==> src/rtl/acq_sequencer.sv <==
// Acquisition sequencer: arms on a generator frame boundary, counts completed packets,
// stops cleanly at a packet boundary and guards the run with a packet-completion watchdog.
module acq_sequencer #(
    parameter int unsigned WDOG_CYCLES = 8192
) (
    input  logic        clk,
    input  logic        rst,
    input  logic        cmd_start,
    input  logic        cmd_stop,
    input  logic        cmd_clear_ts,
    input  logic [15:0] num_packets,
    input  logic        pause_ts,
    input  logic [31:0] gen_status,
    output logic [31:0] gen_control,
    output logic        busy,
    output logic        done,
    output logic        error,
    output logic [15:0] packets_done,
    output logic [2:0]  seq_state
);

    typedef enum logic [2:0] {
        S_IDLE  = 3'd0,
        S_ARM   = 3'd1,
        S_RUN   = 3'd2,
        S_DRAIN = 3'd3,
        S_ERROR = 3'd4
    } state_t;

    localparam int WDOG_W = 20;
    localparam logic [WDOG_W-1:0] WDOG_LAST = WDOG_W'(WDOG_CYCLES - 1);

    function automatic logic [15:0] sat_inc16(input logic [15:0] v);
        return (v == 16'hFFFF) ? v : v + 16'd1;
    endfunction

    state_t             state_q, state_d;
    logic [15:0]        n_lat_q, n_lat_d;
    logic [15:0]        cnt_q, cnt_d;
    logic               stop_pend_q, stop_pend_d;
    logic [WDOG_W-1:0]  wdog_q, wdog_d;
    logic               last_p1;
    logic               pause_p1;
    logic               en_q, en_d;
    logic               clr_q, clr_d;
    logic               clr_hold_q, clr_hold_d;
    logic               busy_q, busy_d;
    logic               done_q, done_d;
    logic               err_q, err_d;

    logic               fb;
    logic               pc;
    logic [15:0]        cnt_inc;
    logic               last_hit;
    logic               wdog_expire;
    logic               unused_status;

    assign unused_status = ^{gen_status[31:15], gen_status[0]};

    // Frame boundary is the last cycle of state 79; completion is the rise of last_packet_sent.
    assign fb          = (gen_status[8:2] == 7'd79) && (gen_status[14:9] == 6'd34);
    assign pc          = gen_status[1] && !last_p1;
    assign cnt_inc     = pc ? sat_inc16(cnt_q) : cnt_q;
    assign last_hit    = (n_lat_q != 16'd0) && (cnt_inc == n_lat_q - 16'd1);
    assign wdog_expire = !pc && (wdog_q >= WDOG_LAST);

    always_ff @(posedge clk) begin
        if (rst) begin
            state_q     <= S_IDLE;
            n_lat_q     <= '0;
            cnt_q       <= '0;
            stop_pend_q <= 1'b0;
            wdog_q      <= '0;
            last_p1     <= 1'b0;
            pause_p1    <= 1'b0;
            en_q        <= 1'b0;
            clr_q       <= 1'b0;
            clr_hold_q  <= 1'b0;
            busy_q      <= 1'b0;
            done_q      <= 1'b0;
            err_q       <= 1'b0;
        end else begin
            state_q     <= state_d;
            n_lat_q     <= n_lat_d;
            cnt_q       <= cnt_d;
            stop_pend_q <= stop_pend_d;
            wdog_q      <= wdog_d;
            last_p1     <= gen_status[1];
            pause_p1    <= pause_ts;
            en_q        <= en_d;
            clr_q       <= clr_d;
            clr_hold_q  <= clr_hold_d;
            busy_q      <= busy_d;
            done_q      <= done_d;
            err_q       <= err_d;
        end
    end

    always_comb begin
        state_d = state_q;
        case (state_q)
            S_IDLE:  if (cmd_start && !cmd_stop) state_d = S_ARM;
            S_ARM: begin
                if (cmd_stop)  state_d = S_IDLE;
                else if (fb)   state_d = S_RUN;
            end
            S_RUN: begin
                if (wdog_expire)                                       state_d = S_ERROR;
                else if (fb && (last_hit || stop_pend_q || cmd_stop)) state_d = S_DRAIN;
            end
            S_DRAIN: begin
                if (pc)               state_d = S_IDLE;
                else if (wdog_expire) state_d = S_ERROR;
            end
            S_ERROR: if (cmd_stop) state_d = S_IDLE;
            default: state_d = S_IDLE;
        endcase
    end

    // Next values for every registered output and the counters behind them.
    always_comb begin
        n_lat_d     = n_lat_q;
        cnt_d       = cnt_q;
        stop_pend_d = 1'b0;
        wdog_d      = '0;
        done_d      = 1'b0;
        clr_hold_d  = 1'b0;
        case (state_q)
            S_IDLE: begin
                if (state_d == S_ARM) begin
                    n_lat_d = num_packets;
                    cnt_d   = '0;
                end
                clr_hold_d = cmd_clear_ts && !cmd_start;
            end
            S_RUN: begin
                cnt_d       = cnt_inc;
                stop_pend_d = (state_d == S_RUN) && (stop_pend_q || cmd_stop);
                wdog_d      = pc ? '0 : wdog_q + WDOG_W'(1);
            end
            S_DRAIN: begin
                cnt_d  = cnt_inc;
                wdog_d = pc ? '0 : wdog_q + WDOG_W'(1);
                done_d = pc;
            end
            default: ;
        endcase
        // Clear is held for the pulse cycle plus one more.
        clr_d  = clr_hold_d || clr_hold_q;
        en_d   = (state_d == S_RUN);
        busy_d = (state_d == S_ARM) || (state_d == S_RUN) || (state_d == S_DRAIN);
        err_d  = (state_d == S_ERROR);
    end

    assign gen_control  = {29'd0, pause_p1, clr_q, en_q};
    assign busy         = busy_q;
    assign done         = done_q;
    assign error        = err_q;
    assign packets_done = cnt_q;
    assign seq_state    = state_q;

endmodule

==> config.mk <==
export PLATFORM = sky130hd
export DESIGN_NAME = acq_sequencer
export DESIGN_NICKNAME = d
export VERILOG_FILES = /design/src/rtl/acq_sequencer.sv
export SDC_FILE = /design/constraint.sdc
export NUM_CORES = 1
export LEC_CHECK = 0
export BUFFER_PORTS_ARGS = -buffer_cell sky130_fd_sc_hd__buf_2
export CAP_MARGIN = 20
export CORE_ASPECT_RATIO = 0.9
export CORE_UTILIZATION = 57
export DETAILED_ROUTE_END_ITERATION = 7
export GPL_ROUTABILITY_DRIVEN = 0
export PLACE_DENSITY = 0.95
export SLEW_MARGIN = 0
export SYNTH_ARGS = -nofsm -noshare
export SYNTH_HDL_FRONTEND = slang
export SYNTH_SLANG_ARGS = --single-unit
export TNS_END_PERCENT = 50
==> constraint.sdc <==
create_clock -name clk -period 6.38 [get_ports clk]
set_input_delay 0 -clock clk [delete_from_list [all_inputs] [get_ports clk]]
set_output_delay 0 -clock clk [all_outputs]
set_load 0.02 [all_outputs]
==> metrics <==
outcome=complete, no violations; # diodes=0; #FFs+latches synth=64; TritonCTS buffer count=9; max-cap violations=0; final setup TNS=0 ps; max-slew violations=0; CP arrival=3360 ps; Post-Synth XOR/XNOR Area=11.3%; final worst setup slack=3220 ps; Die Area=0.00709 mm2; Layout area overhead=16.0%; synthesized-area fraction occupied by adder cells=0.974%; average size of a mapped cell=about 8 um2; Yosys top cell area share=33.2%; met3 Track Usage GR=8.48%; htree depth=3; share of cells above drive strength 1=15.8%; Worst Path Required=around 6600 ps; kind of critical path=flip-flop to flip-flop; first-pass GRT wire length=approximately 16,000 um; Avg WL per Cell=around 15 um; Cell variety after synth=around 60; CP Max Fanout=8; Die Span Y=approximately 80 um; Period Utilization, post-route=between 40% and 50%; vias per inst=about 5.8; Hold Buf Count CTS=19; layout net count=609; grt met2 use=roughly 51%; CTS Buffer Depth=2; Port-buffer cells=60; CTS tree=built; vias in the first global route=3,446; CORE AREA=roughly 0.0066 mm2; fmax=between 300 and 400 MHz; endpoints failing hold=0; GR Util met1=around 33%; Starting Density=58.8%; Synth Area in Simple Gates=a little under a third; GR Overflow Total=0; ys flop type=dfxtp_1; FP Rows=28; clk sinks=64; pin count of the biggest net entering global routing=39; warning count from the yosys run=0; ranking of synthesized cells by area=dfxtp_1, buf_4, xnor2_1; antenna viol nets, final=0; Post-Syn Instances=486; GR peak layer=met2; fin crit period=between 3000 and 4000 ps; Final HPWL DP=6570 um; Cell Area, Synth=just under 0.004 mm2; vias=approximately 3,800; CTS root buf=clkbuf_8; Resized cells post-CTS=0; DRC=0; Startpoint Class=flip-flop; combinational family with the most area after synthesis=simple AND/OR/NAND/NOR gates; Seq/Total Area, Yosys=between 30% and 40%; initial antenna violation count=0; worst-margin pin slew=806 ps; Worst slew margin=between 40% and 50%; Worst IR Drop VDD=between 0.00015 and 0.0002 V; Top Ports=108; final setup vio count=0; postcts setup bufs=0; PD cells=around 210 mW/mm2; initial DRC count=between 300 and 400; Synth area leader=dfxtp_1; Crit. End Element=flip-flop; DR pass1 iterations=5; Post-synth EDFFs=0; commonest cells after routing, fill and taps aside=nand2_1, dfxtp_1, buf_2; post-synthesis compound-gate area fraction=roughly an eighth; Clock Pin Slew Worst Setup and Hold Paths=approximately 70 ps; gr usage total=just under 30%; Die X=between 80 and 90 um; Place WS=3340 ps; post-synthesis mux area share=under 10%; Clk Latency, worst-skew pair=around 350 ps; FILL cells=around 520; RSZ-0062 raised after global routing=no; WL final=around 9600 um; Worst Skew=between 10 and 15 ps; Hold WC Path Type=input port to flip-flop; Lkg Pwr=about 1.7 nW; Async SR Flop Fraction=0%; most common cell after layout, fill and taps aside=nand2_1
## state kept, by name (all words and copies together), names as in the netlist
| register | count |
|---|---|
| pause_p1 | 1 |
| seq_state | 3 |
| busy | 1 |
| last_p1 | 1 |
| wdog_q | 20 |
| clr_q | 1 |
| stop_pend_q | 1 |
| packets_done | 16 |
| done | 1 |
| n_lat_q | 16 |
| error | 1 |
| en_q | 1 |
| clr_hold_q | 1 |
## final timing paths
path                                              startpoint                to  slack [ps]  cells after the start
worst max-delay path            packets_done[0]$_SDFFE_PP0P_   en_q$_SDFF_PP0_        3220                      9
worst min-delay path                           gen_status[6]   en_q$_SDFF_PP0_          40                      4
worst max register to register  packets_done[0]$_SDFFE_PP0P_   en_q$_SDFF_PP0_        3220                      9
worst min register to register         clr_hold_q$_SDFF_PP0_  clr_q$_SDFF_PP0_         440                      1
## cell families (layout without fill, tap and decap cells)
| family | count (synthesis) | in the layout |
|---|---|---|
| simple gates | 222 | 222 |
| compound gates | 77 | 77 |
| flops | 64 | 64 |
| buf+inv | 63 | 105 |
| xor+xnor | 48 | 48 |
| mux | 8 | 8 |
| fa+ha+maj | 3 | 3 |
| other cells | 1 | 29 |
## per-layer routing
| metal | up-vias | share of wire [%] |
|---|---|---|
| met5 | - | 0 |
| met1 | 1754 | 40 |
| met4 | 0 | 2.1 |
| met2 | 199 | 50 |
| met3 | 27 | 7.9 |
| li1 | 1774 | - |
## where the power goes
part           switching, W  internal [W]  leakage [nW]
Clock              0.000160      0.000240         0.112
Combinational     0.0000861     0.0000572          1.09
Sequential       0.00000841      0.000406         0.518
Total              0.000254      0.000704          1.72
## layout make-up
cell class	instances	area (um2)	share of cell area (%)
clock buffers	11	151	3.39
clock inverters	4	76.3	1.71
inverters	10	37.5	0.840
multi-input cells	387	2310	51.7
flip-flops and latches	64	1280	28.7
well taps	90	113	2.52
repair buffers	80	498	11.1
## stage by stage
step	utilization [%]	hold slack (ps)	area [um2]	total power, W	std cells
after global placement	61.8	221	4050	0.000547	612
final	68.2	37.4	4470	0.000958	646
after floorplan	-	128	3960	0.000536	514
after CTS	68.2	29.9	4470	0.000957	646
after global routing	68.2	37.1	4470	0.000996	646
after detailed placement	61.8	215	4050	0.000552	612
## synth_stat cells, types with 2 or more instances
cell and number:
nand2_1 65, dfxtp_1 64, nor2_1 51, buf_4 33, a21oi_1 29, xnor2_1 28
nand3_1 21, xor2_1 19, nor3_1 15, clkbuf_1 14, o21ai_0 14, nor4_1 11
inv_1 10, nand4_1 10, mux2i_1 8, nor2b_1 7, a311oi_1 6, a31oi_1 6
and2_1 5, and3_1 4, buf_2 4, nor4_2 4, or3_1 4, a22oi_1 3
ha_1 3, nand2b_1 3, nand3b_1 3, nor3b_1 3, o211ai_1 3, and4_1 2
buf_1 2, nand4b_1 2, nor4b_1 2
## critical path, cell delays in order, from the launching register on
cell and delay, ps:
dfxtp_1 520, ha_1 340, nand3_1 200, nor4_1 430, mux2i_1 510, mux2i_1 150, o211ai_1 100, mux2i_1 120
nor4_2 490, o22ai_1 160
(Power assumes the default switching activity.)
